File: src/rtl/level_loader_if.sv
// level_loader_if: levels ROM read port and tile RAM write port seen by the level loader.
interface level_loader_if;
   logic        rom_cs;
   logic        rom_read;
   logic [29:0] rom_address;
   logic [7:0]  rom_data_in;
   logic        ram_write;
   logic [9:0]  ram_address;
   logic [7:0]  ram_data_out;
   logic        ram_grant;
   modport master (
      output rom_cs, rom_read, rom_address, ram_write, ram_address, ram_data_out,
      input  rom_data_in, ram_grant
   );
   modport slave (
      input  rom_cs, rom_read, rom_address, ram_write, ram_address, ram_data_out,
      output rom_data_in, ram_grant
   );
endinterface

File: src/rtl/level_loader.sv
// level_loader: copies one 32x32 level from the levels ROM into tile RAM,
// scanning for the player start tile and counting diamonds on the way.
module level_loader #(
   parameter logic [7:0]  PLAYER_TILE  = 8'h05,
   parameter logic [7:0]  DIAMOND_TILE = 8'h04,
   parameter logic [29:0] ROM_BASE     = 30'h0
) (
   input  logic        clock,
   input  logic        reset_n,
   input  logic        start,
   input  logic [2:0]  level,
   output logic        busy,
   output logic        done,
   output logic [4:0]  player_x,
   output logic [4:0]  player_y,
   output logic        player_found,
   output logic [10:0] diamond_count,
   level_loader_if.master bus
);
   typedef enum logic [1:0] {IDLE, FILL, DRAIN, DONE} state_t;
   state_t      state, state_nx;
   logic [2:0]  level_q;
   logic [9:0]  rd_idx;
   logic        stall;
   logic        accept;
   always_ff @(posedge clock) begin
      state <= !reset_n ? IDLE : state_nx;
   end
   always_comb begin
      state_nx        = state;
      stall           = bus.ram_write & ~bus.ram_grant;
      accept          = bus.ram_write & bus.ram_grant;
      bus.rom_cs      = state == FILL;
      bus.rom_read    = state == FILL && !stall;
      bus.rom_address = state == FILL ? ROM_BASE + {17'd0, level_q, rd_idx} : '0;
      case (state)
         IDLE:    state_nx = start ? FILL : IDLE;
         FILL:    state_nx = (!stall && rd_idx == 10'h3ff) ? DRAIN : FILL;
         DRAIN:   state_nx = bus.ram_grant ? DONE : DRAIN;
         default: state_nx = IDLE;
      endcase
   end
   // ROM data captured on the falling edge is registered straight into the RAM write port.
   always_ff @(posedge clock) begin
      if (!reset_n) begin
         level_q          <= '0;
         rd_idx           <= '0;
         busy             <= 1'b0;
         done             <= 1'b0;
         bus.ram_write    <= 1'b0;
         bus.ram_address  <= '0;
         bus.ram_data_out <= '0;
         player_found     <= 1'b0;
         player_x         <= '0;
         player_y         <= '0;
         diamond_count    <= '0;
      end else begin
         done <= state == DONE;
         if (state == DONE) busy <= 1'b0;
         if (state == IDLE && start) begin
            level_q       <= level;
            rd_idx        <= '0;
            busy          <= 1'b1;
            player_found  <= 1'b0;
            player_x      <= '0;
            player_y      <= '0;
            diamond_count <= '0;
         end
         if (state == FILL && !stall) begin
            bus.ram_write    <= 1'b1;
            bus.ram_address  <= rd_idx;
            bus.ram_data_out <= bus.rom_data_in;
            rd_idx           <= rd_idx + 10'd1;
         end else if (accept) begin
            bus.ram_write <= 1'b0;
         end
         if (accept && bus.ram_data_out == PLAYER_TILE) begin
            player_found <= 1'b1;
            player_x     <= bus.ram_address[4:0];
            player_y     <= bus.ram_address[9:5];
         end
         if (accept && bus.ram_data_out == DIAMOND_TILE) diamond_count <= diamond_count + 11'd1;
      end
   end
endmodule

File: src/flat_wrapper.sv
// flat-port wrapper written by rule: the top's interface ports become plain ports
module level_loader_flat 
#(
   parameter logic [7:0]  PLAYER_TILE  = 8'h05,
   parameter logic [7:0]  DIAMOND_TILE = 8'h04,
   parameter logic [29:0] ROM_BASE     = 30'h0
)
  (clock, reset_n, start, level, busy, done, player_x, player_y, player_found, diamond_count, bus_rom_cs, bus_rom_read, bus_rom_address, bus_ram_write, bus_ram_address, bus_ram_data_out, bus_rom_data_in, bus_ram_grant);
  level_loader_if bus_i ();
  input  logic clock;
  input  logic reset_n;
  input  logic start;
  input  logic [2:0] level;
  output logic busy;
  output logic done;
  output logic [4:0] player_x;
  output logic [4:0] player_y;
  output logic player_found;
  output logic [10:0] diamond_count;
  output wire logic [$bits(bus_i.rom_cs)-1:0] bus_rom_cs;
  output wire logic [$bits(bus_i.rom_read)-1:0] bus_rom_read;
  output wire logic [$bits(bus_i.rom_address)-1:0] bus_rom_address;
  output wire logic [$bits(bus_i.ram_write)-1:0] bus_ram_write;
  output wire logic [$bits(bus_i.ram_address)-1:0] bus_ram_address;
  output wire logic [$bits(bus_i.ram_data_out)-1:0] bus_ram_data_out;
  input wire logic [$bits(bus_i.rom_data_in)-1:0] bus_rom_data_in;
  input wire logic [$bits(bus_i.ram_grant)-1:0] bus_ram_grant;
  assign bus_rom_cs = bus_i.rom_cs;
  assign bus_rom_read = bus_i.rom_read;
  assign bus_rom_address = bus_i.rom_address;
  assign bus_ram_write = bus_i.ram_write;
  assign bus_ram_address = bus_i.ram_address;
  assign bus_ram_data_out = bus_i.ram_data_out;
  assign bus_i.rom_data_in = bus_rom_data_in;
  assign bus_i.ram_grant = bus_ram_grant;
  level_loader #(.PLAYER_TILE(PLAYER_TILE), .DIAMOND_TILE(DIAMOND_TILE), .ROM_BASE(ROM_BASE)) u_core (.clock(clock), .reset_n(reset_n), .start(start), .level(level), .busy(busy), .done(done), .player_x(player_x), .player_y(player_y), .player_found(player_found), .diamond_count(diamond_count), .bus(bus_i));
endmodule
File: config.mk
export PLATFORM = sky130hd
export DESIGN_NAME = level_loader_flat
export DESIGN_NICKNAME = d
export VERILOG_FILES = /design/src/rtl/level_loader_if.sv /design/src/rtl/level_loader.sv /design/src/flat_wrapper.sv
export SDC_FILE = /design/constraint.sdc
export NUM_CORES = 1
export LEC_CHECK = 0
export BUFFER_PORTS_ARGS = -buffer_cell sky130_fd_sc_hd__buf_4
export CORE_UTILIZATION = 45
export DETAILED_ROUTE_END_ITERATION = 10
export HOLD_SLACK_MARGIN = 0.15
export PLACE_DENSITY_LB_ADDON = 0.1
export SKIP_CTS_REPAIR_TIMING = 1
export SYNTH_ARGS = -nofsm -noshare
export SYNTH_HDL_FRONTEND = slang
export SYNTH_SLANG_ARGS = --single-unit
File: constraint.sdc
create_clock -name clock -period 4.55 [get_ports clock]
set_input_delay 0.2275 -clock clock [delete_from_list [all_inputs] [get_ports clock]]
set_output_delay 0.2275 -clock clock [all_outputs]
set_load 0.05 [all_outputs]
# Word-level counts from Yosys, hierarchy flattened
# Index checks and enable logic that the tools add are counted.
[word_totals]
register_bits = 58
output_inout_bits = 75
[op_classes]
n_addsub = 2
n_eq_ne = 6
muxes = 18
bitwise = 3
reduce_logical = 12
[op_table]
columns = ["operator", "count"]
rows = [
  ["$mux 11", 2],
  ["$mux 10", 2],
  ["$eq 8x3->1 const B", 2],
  ["$mux 5", 3],
  ["$mux 13", 1],
  ["$add 11x1->11 const B", 1],
  ["$add 10x1->10 const B", 1],
  ["$eq 10x10->1 const B", 1],
  ["$reduce_bool 2->1", 5],
  ["$mux 1", 8],
  ["$pmux 2 s3", 1],
  ["$logic_and 1x1->1", 5],
  ["$eq 2x2->1 const B", 2],
  ["$and 1x1->1", 2],
  ["$eq 2x1->1 const B", 1],
  ["$logic_not 2->1", 1],
  ["$mux 2", 1],
  ["$logic_not 1->1", 1],
  ["$not 1->1", 1],
]

# Longest topological paths before layout
# Gate-level depths: netlist of run 1.
[depth]
ltp_word = 6
mapped_depth = 9
ltp_nobuf = 6

# Worst setup path after synthesis of run 1
# Ideal clock, no wire load.
[synth_path]
path_kind = "reg-to-reg"
start = "reg u_core.bus.ram_write"
end = "reg u_core.diamond_count[6]"
setup_time_ns = 0.161
arrival_time_ns = 1.859
required_ns = 4.389
setup_slack_ns = 2.530
path_stages_with_launch = 6
n_path_buf = 1
synth_period_minus_slack_ns = 2.020
cell_sequence = "dfxtp_1 > or4bb_1 > nor3_4 > or2_2 > buf_2 > a311oi_2"
[synth_via]
elab_chain_len = 3
word_cells_on_any_way = 4
cone_classes = "mux (1); bitwise (1); reduce/logical (2)"
[synth_rtl]
columns = ["item", "line", "text"]
rows = [
  ["from (decl)", "level_loader_if.sv:12", "output rom_cs, rom_read, rom_address, ram_write, ram_address, ram_data_out,"],
  ["from (signal assigned)", "level_loader.sv:50", "bus.ram_write <= 1'b0;"],
  ["from (signal assigned)", "level_loader.sv:70", "bus.ram_write <= 1'b1;"],
  ["from (signal assigned)", "level_loader.sv:75", "bus.ram_write <= 1'b0;"],
  ["$and 1x1->1 (*)", "level_loader.sv:32", "accept = bus.ram_write & bus.ram_grant;"],
  ["$logic_and 1x1->1 (*)", "level_loader.sv:82", "if (accept && bus.ram_data_out == DIAMOND_TILE) diamond_count <= diamond_count + 11'd1;"],
  ["$mux 11 or $reduce_bool 2->1 (tied branches)", "--", ""],
  ["to (signal assigned)", "level_loader.sv:82", ""],
  ["to (decl)", "level_loader.sv:17", "output logic [10:0] diamond_count,"],
]
# Mark *: on every way between the ends. The rest lies on a longest branch, timed or not.
# A chain may end at the register's enable or synchronous reset.

# Worst setup path in the final report of run 1
[layout_path]
start = "reg u_core.state[1]"
end = "out bus_rom_read"
[layout_via]
elab_chain_len = 2
[layout_rtl]
columns = ["item", "line", "text"]
rows = [
  ["from (decl)", "level_loader.sv:21", "state_t state, state_nx;"],
  ["from (signal assigned)", "level_loader.sv:27", "state <= !reset_n ? IDLE : state_nx;"],
  ["$eq 2x1->1", "level_loader.sv:34", "bus.rom_read = state == FILL && !stall;"],
  ["$logic_and 1x1->1", "level_loader.sv:34", ""],
  ["to (decl)", "flat_wrapper.sv:21", "output wire logic [$bits(bus_i.rom_read)-1:0] bus_rom_read;"],
]
# No other way between the ends.

==> out/qor.txt, run 1 <==
Sequential Area = 0.00116 mm2
most frequent cells in the layout = buf_4, nand2_1, dfxtp_1, a21oi_1, nand3_1
Cell Count, Final, Fillers Out = 488
met3 GRT Util = 5.68%
ys async rst share = 0%
Critical Path AT = 2.92 ns
critical-path cell list = nand2b_1, clkinv_2, nand2_1, inv_1, buf_4
synthesized area = 0.00275 mm2
Crit path depth = 5
CP Launch Point = u_core.state[1]
maxcap violations = 0
Seq cells post-synth = 58
multi-input logic area = 0.00140 mm2
Combinational Power Share = 14.4%
fmax = 317 MHz
Reg power frac = 48.7%
Initial Util = 46.5%
commonest non-fill, non-tap cell in the layout = buf_4
Fin. Hold Viols = 0
vias per inst = 5.26
Site Rows = 28
vias in the first global route = 2198
Worst Path Required = 4.32 ns
leakage = 1.40 nW
synth unique cells = 47
Sw Pwr = 308 uW
initial antenna violation count = 0
unrepaired setup endpoints after global routing = no
Least-Margin Pin Slew = 0.908 ns
reg2reg end = u_core.rd_idx[1]
layout filler cell count = 574
Post-synth EDFFs = 0
DPL Wire Length = 4450 um
HP Class = input pin to flop
P per Cell Area = 316 mW/mm2
crit path capture type = output pin
Die Wd = 80.2 um
period utilisation layout = 69.3%
Clk pwr share = 36.9%
CTS tree = yes
initial drt markers = 144
crit path to = bus_rom_read
Total Routing Usage GR = 21.8%
root buffer cell = clkbuf_8
Num CTS Buffers = 9
Synth Instances = 347
crit path kind = flop to output pin
CTS max path bufs = 2
Slowest cell on crit path = nand2_1
post-route setup TNS = 0 ns
Switching Fraction = 28.5%
Remaining DRCs = 0
critical path's top delay family = buffers and inverters
Post-Synthesis Mean Instance Area = 7.93 um2
Die Area = 0.00643 mm2
R2R Setup Slk = 1.82 ns
synth-to-layout area growth = 24.5%
I/O Pins = 90
first-pass GRT wire length = 10700 um
H-tree Lvls = 3
Final Critical Period = 3.15 ns
vias = 2568
dpl cells = 470
Final setup viols = 0
largest net degree at the start of global routing = 43
sequential area share after synthesis = 42.2%
port bufs = 72
Peak supply drop = 0.219 mV
clk sinks = 58
Clock Pin Slew Worst Setup and Hold Paths = 0.06 ns
n_diodes = 0
first-pass iteration count of the detailed router = 4
Final Wtd Congestion = 0.816
GR Util met1 = 29.2%
Worst Path Buf+Inv = 3
outcome = completed
layout cell share with drive strength beyond 1 = 22.8%
CP max FO = 29
R2R Path Start = u_core.state[1]
met2 usage = 32.4%
final wirelength = 6600 um
top_reg_cell synth = dfxtp_1
Worst R2R Path Depth = 6
antenna violation net count after detailed routing = 0
gr ovfl total = 0
Vert. Die Dim = 80.2 um
Core ar. = 0.00592 mm2
Pins Over Slew Limit = 0
drt wl/cell = 13.5 um
NumNets Final = 428
Pint = 774 uW
startpoint types = flop
clk_skew = 0.00470 ns
max incr delay on CP = 0.73 ns
Syn. warnings = 0
worst skew pair latency = 0.33 ns
most used routing layer = met2
Slew Limit Headroom = 39.3%
==> synthesized netlist by cell type (all sizes together) (5+ instances only) <==
cell type | instances | area share [%]
a21oi | 33 | 6.0
and2 | 14 | 3.2
buf | 28 | 6.8
clkbuf | 13 | 1.8
dfxtp | 58 | 42
nand2 | 62 | 8.5
nand3 | 26 | 4.7
nor2 | 13 | 1.8
nor2b | 5 | 1.1
nor3 | 9 | 2.0
o21ai | 24 | 4.4
==> layout make-up <==
cell class / count / share of cell area, %
Clock buffer: 13 / 4.64
Inverter: 4 / 0.474
Multi-Input combinational cell: 260 / 40.8
Sequential cell: 58 / 33.9
Tap cell: 75 / 2.74
Timing Repair Buffer: 78 / 17.4
==> power groups by stage <==
stage	clock network, mW	logic [mW]	registers [mW]
floorplan	0	0.109	0.558
global placement	0	0.151	0.538
detailed placement	0	0.153	0.538
CTS	0.410	0.153	0.527
global route	0.434	0.168	0.528
finish	0.400	0.155	0.527
==> state kept, by name, indices dropped and copies added (netlist names) <==
| signal | flops |
|---|---|
| u_core.diamond_count | 11 |
| u_core.bus.ram_address | 10 |
| u_core.rd_idx | 10 |
| u_core.bus.ram_data_out | 8 |
| u_core.player_x | 5 |
| u_core.player_y | 5 |
| u_core.level_q | 3 |
| u_core.state | 2 |
| u_core.bus.ram_write | 1 |
| u_core.busy | 1 |
| u_core.done | 1 |
| u_core.player_found | 1 |
==> cell families after synthesis <==
family / synth area share (%)
other: 0.136
DFF: 42.2
muxes: 1.14
buffers and inverters: 9.14
adders and majority gates: 0.909
and+or+nand+nor: 30.7
AOI/OAI and AO/OA: 15.8
==> tightest hold or removal path, delay by kind of cell <==
kind / cells / cell delay [ns]
AO/OA/AOI/OAI: 1 / 0.05
buffers and inverters: 1 / 0.11
AND/OR/NAND/NOR: 1 / 0.04
==> through the flow <==
stage | hold slack (ns) | util (%) | setup WS [ns] | power (mW) | area, um2
final | 0.140 | 57.9 | 1.40 | 1.08 | 3430
after CTS | 0.133 | 57.1 | 1.37 | 1.09 | 3380
after detailed placement | 0.443 | 54.4 | 1.72 | 0.690 | 3220
after global routing | 0.152 | 57.9 | 1.10 | 1.13 | 3430
after global placement | 0.442 | 54.4 | 1.86 | 0.689 | 3220
after floorplan | 0.363 | - | 2.53 | 0.667 | 2810
==> how the worst min path moves through the flow <==
stage,start,endpoint,slack [ns],cells past startpoint
floorplan,level[0],u_core.level_q[0],0.36,2
global placement,u_core.level_q[2],u_core.level_q[2],0.44,2
detailed placement,u_core.level_q[1],u_core.level_q[1],0.44,2
CTS,bus_rom_data_in[2],u_core.bus.ram_data_out[2],0.13,3
global route,level[0],u_core.level_q[0],0.15,3
finish,bus_rom_data_in[0],u_core.bus.ram_data_out[0],0.14,3
==> layer usage <==
layer	part of all wire (%)	routed length, um
met1	49	3230
met2	44	2900
met3	5.5	364
met4	1.7	110
met5	0	0
Note: power is estimated with default switching activity, not from simulation.
==> inputs of run 2 (changes only) <==
Clock period 4.55 ns to 2.64 ns, I/O delays scaled along.
==> run 2 against run 1 <==
  * Largest power group unchanged
  * Die area unchanged
  * Register-to-register slack got worse by 1.2 ns
  * Global-route usage decreased by 0.18 points
  * Utilization increased by 1.6 points
  * Clock-buffer cell count decreased by 1
  * Worst hold slack improved by 0.014 ns
  * Flip-flop and latch count unchanged
==> out/qor.txt, run 2 (same netlist as run 1, synthesis figures left out) <==
DPL Wire Length = 4430 um
Pins Over Slew Limit = 0
top layer used by detailed routing = met4
Peak supply drop = 0.390 mV
final wirelength = 6590 um
design area = 0.00352 mm2
first-pass GRT wire length = 10700 um
worst skew pair latency = 0.33 ns
period utilisation layout = 83.9%
P per Cell Area = 539 mW/mm2
leakage = 1.45 nW
post-route setup TNS = 0 ns
crit path kind = flop to output pin
initial antenna violation count = 0
Total Routing Usage GR = 21.6%
vias per inst = 5.15
Cell Count, Final, Fillers Out = 499
CTS tree = yes
Slowest cell on crit path = inv_1
CP max FO = 22
initial drt markers = 111
Fin. Hold Viols = 0
HP Class = input pin to flop
vias in the first global route = 2152
first-pass iteration count of the detailed router = 4
biggest regs = u_core.diamond_count x11, u_core.bus.ram_address x10, u_core.rd_idx x10
Largest Register = u_core.diamond_count
port bufs = 72
Clk pwr share = 37.4%
Clock Pin Slew Worst Setup and Hold Paths = 0.06 ns
H-tree Lvls = 3
CTS max path bufs = 2
pre-CTS setup slack = 0.644 ns
Worst Path Buf+Inv = 3
R2R Setup Slk = 0.63 ns
Die Area = 0.00643 mm2
Remaining DRCs = 0
critical-path cell list = nand2b_1, clkinv_2, nand2_1, inv_1, buf_4
Final setup viols = 0
vias = 2571
Least-Margin Pin Slew = 0.673 ns
Worst Path Required = 2.51 ns
most frequent cells in the layout = buf_4, nand2_1, dfxtp_1, a21oi_1, nand3_1
maxcap violations = 0
crit path capture type = output pin
startpoint types = flop
Slew Limit Headroom = 55.0%
root buffer cell = clkbuf_8
Met2 Wirelength = 2930 um
gr ovfl total = 0
placed inst area = 0.00324 mm2
Pint = 1.35 mW
drt wl/cell = 13.2 um
setup ws final = 0.426 ns
synth-to-layout area growth = 28.0%
Die Wd = 80.2 um
layout cell share with drive strength beyond 1 = 23.6%
Sw Pwr = 549 uW
I/O Pins = 90
unrepaired setup endpoints after global routing = no
Final Wtd Congestion = 0.792
Final Critical Period = 2.21 ns
max incr delay on CP = 0.47 ns
outcome = completed
Site Rows = 28
Critical Path AT = 2.08 ns
Initial Util = 46.5%
max FFs per register = 11
fmax = 452 MHz
dpl cells = 473
NumNets Final = 437
antenna violation net count after detailed routing = 0
met1 WL = 3230 um
Num CTS Buffers = 9
Switching Fraction = 28.9%
layout filler cell count = 564
Combinational Power Share = 14.9%
critical path's top delay family = buffers and inverters
Vert. Die Dim = 80.2 um
clk_skew = 0.00646 ns
largest net degree at the start of global routing = 43
Core ar. = 0.00592 mm2
clk sinks = 58
Reg power frac = 47.8%
n_diodes = 0
met3 wire len = 383 um
commonest non-fill, non-tap cell in the layout = buf_4
run 2: worst paths after layout:
check / from / end / cells after the start
setup / recovery: u_core.state[1] / bus_rom_read / 5
setup reg to reg: u_core.bus.ram_data_out[4] / u_core.diamond_count[7] / 4
hold reg to reg: u_core.level_q[2] / u_core.level_q[2] / 2
hold / removal: bus_ram_grant / u_core.state[0] / 3
run 2: through the flow:
| step | utilization, % | power, mW | hold WS, ns |
|---|---|---|---|
| after floorplan | - | 1.15 | 0.268 |
| after global placement | 54.8 | 1.19 | 0.385 |
| after detailed placement | 54.8 | 1.20 | 0.393 |
| after CTS | 57.6 | 1.90 | 0.0439 |
| after global routing | 59.5 | 1.98 | 0.175 |
| final | 59.5 | 1.90 | 0.154 |
run 2: area by class of cell:
class | count | area, um2 | area share, %
Sequential cell | 58 | 1160 | 33.0
Inverter | 4 | 16.3 | 0.462
Timing Repair Buffer | 87 | 681 | 19.3
Multi-Input combinational cell | 260 | 1400 | 39.8
Clock buffer | 12 | 155 | 4.40
Clock inverter | 3 | 15.0 | 0.426
Tap cell | 75 | 93.8 | 2.66
run 2: routing by layer:
layer	GRT usage, %	up-vias
met4	6.07	0
met5	0	-
met2	32.6	76
met3	6.93	4
met1	29.4	1171
li1	-	1320
run 2: power by group through the flow:
stage	combinational (mW)	sequential (mW)	clock, mW
6_report	0.282	0.907	0.709
5_1_grt	0.302	0.910	0.765
2_1_floorplan	0.188	0.961	0
3_5_place_dp	0.270	0.926	0
4_1_cts	0.270	0.907	0.724
3_3_place_gp	0.268	0.925	0
run 2: worst reg2reg max path, cell delays in order, from the launching register on:
cell and delay [ns]:
dfxtp_1 0.32, or4_4 0.58, nor3_4 0.57, or2_2 0.31, o21ai_0 0.12
